[config.mk]
export PLATFORM = sky130hd
export DESIGN_NAME = cache_miss_controller
export DESIGN_NICKNAME = d
export VERILOG_FILES = /design/src/rtl/cache_ctrl_pkg.sv /design/src/rtl/mem_latency_counter.sv /design/src/rtl/cache_miss_controller.sv
export SDC_FILE = /design/constraint.sdc
export NUM_CORES = 1
export LEC_CHECK = 0
export BUFFER_PORTS_ARGS = -buffer_cell sky130_fd_sc_hd__buf_2
export CAP_MARGIN = 10
export CORE_MARGIN = 2
export CORE_UTILIZATION = 50
export CTS_CLUSTER_DIAMETER = 80
export DETAILED_ROUTE_END_ITERATION = 16
export HOLD_SLACK_MARGIN = 0.06
export PLACE_DENSITY = 0.75
export SYNTH_ARGS = -nofsm -noshare
export SYNTH_HDL_FRONTEND = slang
export SYNTH_SLANG_ARGS = --single-unit
[constraint.sdc]
create_clock -name clk -period 3.37 [get_ports clk]
set_input_delay 0.337 -clock clk [delete_from_list [all_inputs] [get_ports clk]]
set_output_delay 0.337 -clock clk [all_outputs]
set_load 0.01 [all_outputs]
[src/rtl/cache_ctrl_pkg.sv]
// Shared types and defaults for the cache miss sequencing controller.
package cache_ctrl_pkg;

  typedef enum logic [2:0] {
    IDLE,
    WB,
    FETCH,
    FILL,
    DONE
  } state_t;

  typedef enum logic {
    OP_RD,
    OP_WR
  } op_t;

  localparam int DEFAULT_MEM_LATENCY = 20;
  localparam int DEFAULT_CNT_W       = 8;

endpackage

[src/rtl/mem_latency_counter.sv]
// Cycle counter for one main-memory access; flags the last cycle of the access.
module mem_latency_counter #(
  parameter int CNT_W = 8
) (
  input  logic             clk,
  input  logic             reset_n,
  input  logic             clear,
  input  logic             enable,
  input  logic [CNT_W-1:0] terminal,
  output logic             expired
);

  logic [CNT_W-1:0] count;

  always_ff @(posedge clk) begin
    if (!reset_n) begin
      count <= '0;
    end else if (clear) begin
      count <= '0;
    end else if (enable) begin
      count <= count + CNT_W'(1);
    end
  end

  assign expired = enable && (count == terminal);

endmodule

[src/rtl/cache_miss_controller.sv]
// Miss sequencer between the memory stage and memory_system: writeback, fetch, fill, done.
// Optional perf counters (hit/miss/writeback) are enabled with CACHE_MISS_CTRL_PERF_EN.
module cache_miss_controller
  import cache_ctrl_pkg::*;
#(
  parameter int ADDR_W      = 32,
  parameter int MEM_LATENCY = DEFAULT_MEM_LATENCY,
  parameter int CNT_W       = DEFAULT_CNT_W
) (
  input  logic              clk,
  input  logic              reset_n,
  input  logic              req_re,
  input  logic              req_we,
  input  logic [ADDR_W-1:0] req_addr,
  input  logic              hit,
  input  logic              miss,
  input  logic              dirty,
  input  logic [ADDR_W-1:0] victim_addr,
  output logic              stall,
  output logic              mem_req,
  output logic              mem_wr,
  output logic [ADDR_W-1:0] mem_addr,
  output logic              fill_wr_we,
  output logic              fill_rd_we,
  output logic              done
`ifdef CACHE_MISS_CTRL_PERF_EN
  ,
  output logic [31:0]       hit_count,
  output logic [31:0]       miss_count,
  output logic [31:0]       wb_count
`endif
);

  state_t            state;
  state_t            state_next;
  op_t               op_q;
  logic [ADDR_W-1:0] addr_q;
  logic [ADDR_W-1:0] victim_q;
  logic              req;
  logic              accept;
  logic              expired;
  logic              cnt_enable;
  logic              cnt_clear;

  assign req        = req_re | req_we;
  assign cnt_enable = (state == WB) || (state == FETCH);
  assign cnt_clear  = (state_next != state);

  mem_latency_counter #(
    .CNT_W(CNT_W)
  ) u_latency (
    .clk      (clk),
    .reset_n  (reset_n),
    .clear    (cnt_clear),
    .enable   (cnt_enable),
    .terminal (CNT_W'(MEM_LATENCY - 1)),
    .expired  (expired)
  );

  always_ff @(posedge clk) begin
    if (!reset_n) begin
      state <= IDLE;
    end else begin
      state <= state_next;
    end
  end

  // Requester inputs are only trusted in the accepting cycle; everything later uses these copies.
  always_ff @(posedge clk) begin
    if (!reset_n) begin
      addr_q   <= '0;
      victim_q <= '0;
      op_q     <= OP_RD;
    end else if (accept) begin
      addr_q   <= req_addr;
      victim_q <= victim_addr;
      op_q     <= req_we ? OP_WR : OP_RD;
    end
  end

  always_comb begin
    state_next = state;
    accept     = 1'b0;
    stall      = 1'b0;
    mem_req    = 1'b0;
    mem_wr     = 1'b0;
    mem_addr   = '0;
    fill_wr_we = 1'b0;
    fill_rd_we = 1'b0;
    done       = 1'b0;
    unique case (state)
      IDLE: begin
        // A simultaneous hit and miss is a miss; a clean hit is served by the cache alone.
        if (req && miss) begin
          accept     = 1'b1;
          stall      = 1'b1;
          state_next = dirty ? WB : FETCH;
        end else if (req && hit) begin
          state_next = IDLE;
        end
      end
      WB: begin
        stall    = 1'b1;
        mem_req  = 1'b1;
        mem_wr   = 1'b1;
        mem_addr = victim_q;
        if (expired) state_next = FETCH;
      end
      FETCH: begin
        stall    = 1'b1;
        mem_req  = 1'b1;
        mem_addr = addr_q;
        if (expired) state_next = FILL;
      end
      FILL: begin
        stall      = 1'b1;
        fill_wr_we = (op_q == OP_WR);
        fill_rd_we = (op_q == OP_RD);
        state_next = DONE;
      end
      DONE: begin
        done       = 1'b1;
        state_next = IDLE;
      end
      default: state_next = IDLE;
    endcase
  end

`ifdef CACHE_MISS_CTRL_PERF_EN
  // Saturating event counters; a hit seen in DONE is ignored because the cache is still settling.
  always_ff @(posedge clk) begin
    if (!reset_n) begin
      hit_count  <= '0;
      miss_count <= '0;
      wb_count   <= '0;
    end else begin
      if ((state == IDLE) && req && hit && !miss && (hit_count != '1))
        hit_count <= hit_count + 32'd1;
      if (accept && (miss_count != '1))
        miss_count <= miss_count + 32'd1;
      if (accept && dirty && (wb_count != '1))
        wb_count <= wb_count + 32'd1;
    end
  end
`endif

endmodule

==> run_summary.xml <==
<?xml version="1.0" encoding="UTF-8"?>
<metrics>
  <group name="final_layout">
    <metric name="final_nets" unit="">561</metric>
    <metric name="num-fill-cells" unit="">581</metric>
    <metric name="drive_above_1_share" unit="%">27.2</metric>
    <metric name="num_antenna_cells" unit="">0</metric>
    <metric name="syn_to_final_growth" unit="%">23.9</metric>
  </group>
  <group name="clocking">
    <metric name="postCtsResizedCells" unit="">0</metric>
    <metric name="clkLatencyLatePin" unit="ns">0.34</metric>
    <metric name="cts-buffers-inserted" unit="">9</metric>
    <metric name="tritoncts" unit="">built</metric>
    <metric name="clk_transition_reported_paths" unit="ns">0.07</metric>
    <metric name="clock_tree.root_cell" unit="">clkbuf_8</metric>
    <metric name="h-tree-depth" unit="">3</metric>
    <metric name="ctsLongestPathBuffers" unit="">2</metric>
    <metric name="cts_hold_repair.buffers" unit="">0</metric>
    <metric name="clkSinkCount" unit="">76</metric>
    <metric name="cts_post_setup_buffers_inserted" unit="">0</metric>
  </group>
  <group name="global_route">
    <metric name="first_pass_grt_wire_length" unit="mm">13.0</metric>
    <metric name="grt_antenna_before_repair" unit="">0</metric>
    <metric name="first_global_vias" unit="">2882</metric>
    <metric name="grt_max_degree" unit="">66</metric>
    <metric name="grt_util_all_layers" unit="%">22.2</metric>
    <metric name="total_grt_overflow" unit="">0</metric>
  </group>
  <group name="timing">
    <metric name="rsz0062_at_grt" unit="">false</metric>
    <metric name="max_slew.worst_pin.slew" unit="ns">0.636</metric>
    <metric name="fin_skew" unit="ns">0.00792</metric>
    <metric name="setup_slack" unit="ns">0.895</metric>
    <metric name="finalSetupTns" unit="ns">0</metric>
    <metric name="timing.slew.headroom" unit="%">57.5</metric>
    <metric name="report.final.hold_viol_count" unit="">0</metric>
    <metric name="min_period_over_period" unit="%">73.4</metric>
    <metric name="max_freq" unit="GHz">0.404</metric>
    <metric name="setup-violations-final" unit="">0</metric>
    <metric name="finalWorstPathRequiredPeriod" unit="ns">2.48</metric>
    <metric name="hold_ws" unit="ns">0.231</metric>
    <metric name="maxSlewViolCount" unit="">0</metric>
  </group>
  <group name="routing">
    <metric name="drt-initial-drc-count" unit="">140</metric>
    <metric name="detail_route.wl_per_cell" unit="um">13.9</metric>
    <metric name="drt_drc" unit="">0</metric>
    <metric name="route.antenna.remaining_nets" unit="">0</metric>
    <metric name="drt-total-wl" unit="mm">7.94</metric>
    <metric name="detailed_route_vias_per_instance" unit="">5.31</metric>
    <metric name="drt_first_pass_iters" unit="">4</metric>
    <metric name="via_count" unit="">3028</metric>
  </group>
  <group name="placement">
    <metric name="io_buffers" unit="">107</metric>
    <metric name="placement.setup.worst_slack" unit="ns">1.23</metric>
    <metric name="place.gp.congestion" unit="">0.761</metric>
    <metric name="dp.final_hpwl" unit="mm">5.24</metric>
  </group>
  <group name="synth">
    <metric name="async_reset_ff_share" unit="%">0</metric>
    <metric name="yosys_warnings" unit="">0</metric>
    <metric name="synth.top_cells.by_count" unit="">nand2_1 (135), dfxtp_1 (76), a21boi_0 (56), a22o_1 (32), clkbuf_1 (14)</metric>
    <metric name="synthTopCellsByArea" unit="">dfxtp_1 (46%), nand2_1 (15%), a21boi_0 (13%)</metric>
    <metric name="synth-seq-area-share" unit="%">45.9</metric>
    <metric name="synth.most_common_cell" unit="">nand2_1</metric>
    <metric name="synth_top_cell_by_area" unit="">dfxtp_1</metric>
    <metric name="synth-edff-count" unit="">0</metric>
    <metric name="synth_cell_type_count" unit="">32</metric>
    <metric name="synthesis.area" unit="um^2">3320</metric>
    <metric name="ys_seq_elements" unit="">76</metric>
    <metric name="synthFlopType" unit="">dfxtp_1</metric>
    <metric name="post_syn_nets" unit="">466</metric>
    <metric name="post_synth_inst_count" unit="">394</metric>
    <metric name="syn_avg_cell_area" unit="um^2">8.42</metric>
    <metric name="netlist.area_leader.share" unit="%">45.9</metric>
  </group>
  <group name="setup_path">
    <metric name="timing.critical_path.from_type" unit="">flop</metric>
    <metric name="timing.critical_path.arrival" unit="ns">2.14</metric>
    <metric name="critical_path_peak_fanout" unit="">30</metric>
    <metric name="timing.critical_path.to_type" unit="">output pin</metric>
    <metric name="path_class" unit="">reg -&gt; out</metric>
    <metric name="data_required_time_of_the_critical_path" unit="ns">3.03</metric>
  </group>
  <group name="power_and_ir_drop">
    <metric name="vdd_drop_max" unit="mV">0.263</metric>
    <metric name="power_leakage" unit="nW">1.75</metric>
    <metric name="p_total" unit="mW">2.11</metric>
    <metric name="powerDensity" unit="nW/um^2">513</metric>
  </group>
  <group name="floorplanning">
    <metric name="placeableCoreArea" unit="um^2">6390</metric>
    <metric name="die_area" unit="um^2">7300</metric>
    <metric name="io_pins" unit="">109</metric>
    <metric name="fp-row-count" unit="">29</metric>
    <metric name="die_h" unit="um">85.4</metric>
    <metric name="initial_utilization" unit="%">51.9</metric>
    <metric name="die-width" unit="um">85.4</metric>
  </group>
  <group name="run">
    <metric name="drv_cap" unit="">0</metric>
  </group>
  <group name="hold_path">
    <metric name="min_path_type" unit="">in -&gt; reg</metric>
  </group>
  <group name="run_status">
    <metric name="run_status" unit="">completed</metric>
  </group>
</metrics>
-- final timing paths --
kind                                   start  slack, ns  depth (start not counted)                  to
worst min-delay path            req_addr[18]       0.23                          3          addr_q[18]
worst max-delay path                state[0]       0.89                          5         mem_addr[1]
worst min register to register    addr_q[21]       0.46                          2          addr_q[21]
worst max register to register      state[2]       1.22                          5  u_latency.count[4]
-- layout make-up --
class | instances | area (um^2) | share of cell area [%]
inverters | 2 | 7.51 | 0.183
well taps | 77 | 96.3 | 2.34
clock buffers | 10 | 138 | 3.35
clock inverters | 5 | 100 | 2.44
multi-input cells | 286 | 1660 | 40.3
flip-flops and latches | 76 | 1520 | 37.0
repair buffers | 114 | 588 | 14.3
-- critical path, cell delays in order (launching register included) --
cell      delay, ns
dfxtp_1        0.55
nand2b_1       0.14
nor2_2         0.30
buf_4          0.42
a22o_1         0.25
buf_2          0.14
-- stage by stage --
stage | area, um^2 | std cells | utilization, %
after floorplan | 3320 | 394 | -
after global placement | 3870 | 555 | 60.6
after detailed placement | 3870 | 555 | 60.6
after CTS | 4110 | 570 | 64.3
after global routing | 4110 | 570 | 64.3
final | 4110 | 570 | 64.3
-- metal layers --
metal / share of wire (%) / GRT usage [%] / vias to the layer above
met2: 46 / 36.4 / 80
met3: 6.1 / 6.91 / 12
met1: 46 / 28.1 / 1408
li1: - / - / 1528
met4: 1.2 / 6.78 / 0
met5: 0 / 0 / -
-- registers in the layout, summed over array words and instances (netlist names) --
name	cells
addr_q	32
op_q	1
u_latency.count	8
state	3
victim_q	32
-- cells by family after synthesis --
| group | share of synthesized area, % |
|---|---|
| xor gates and xnor gates | 2.11 |
| AOI/OAI and AO/OA | 25.2 |
| DFF | 45.9 |
| adders and majority gates | 0.377 |
| buffers and inverters | 4.57 |
| muxes | 0.604 |
| and+or+nand+nor | 21.2 |
-- power by group --
part	total (mW)	switching [mW]	leakage [nW]	internal (mW)
Clock	0.825	0.319	0.122	0.506
Combinational	0.292	0.174	1.01	0.118
Sequential	0.991	0.0347	0.621	0.957
-- cells in the final DEF, fill, tap and decap left out, types with 2 or more instances in the layout --
master / Yosys / routed
a21boi_0: 56 / 56
a21boi_1: 9 / 9
a21oi_1: 3 / 3
a22o_1: 32 / 32
a31oi_1: 2 / 2
buf_2: 10 / 107
buf_4: 5 / 7
bufinv_16: 0 / 3
clkbuf_8: 0 / 10
clkinv_2: 0 / 2
dfxtp_1: 76 / 76
inv_1: 2 / 2
mux2i_1: 2 / 2
nand2_1: 135 / 135
nand2b_1: 2 / 2
nand3_1: 3 / 3
nor2_1: 4 / 3
nor3_1: 12 / 12
nor3b_1: 2 / 2
nor4_1: 4 / 3
xnor2_1: 8 / 8
Power figures use the tool's default switching activity.
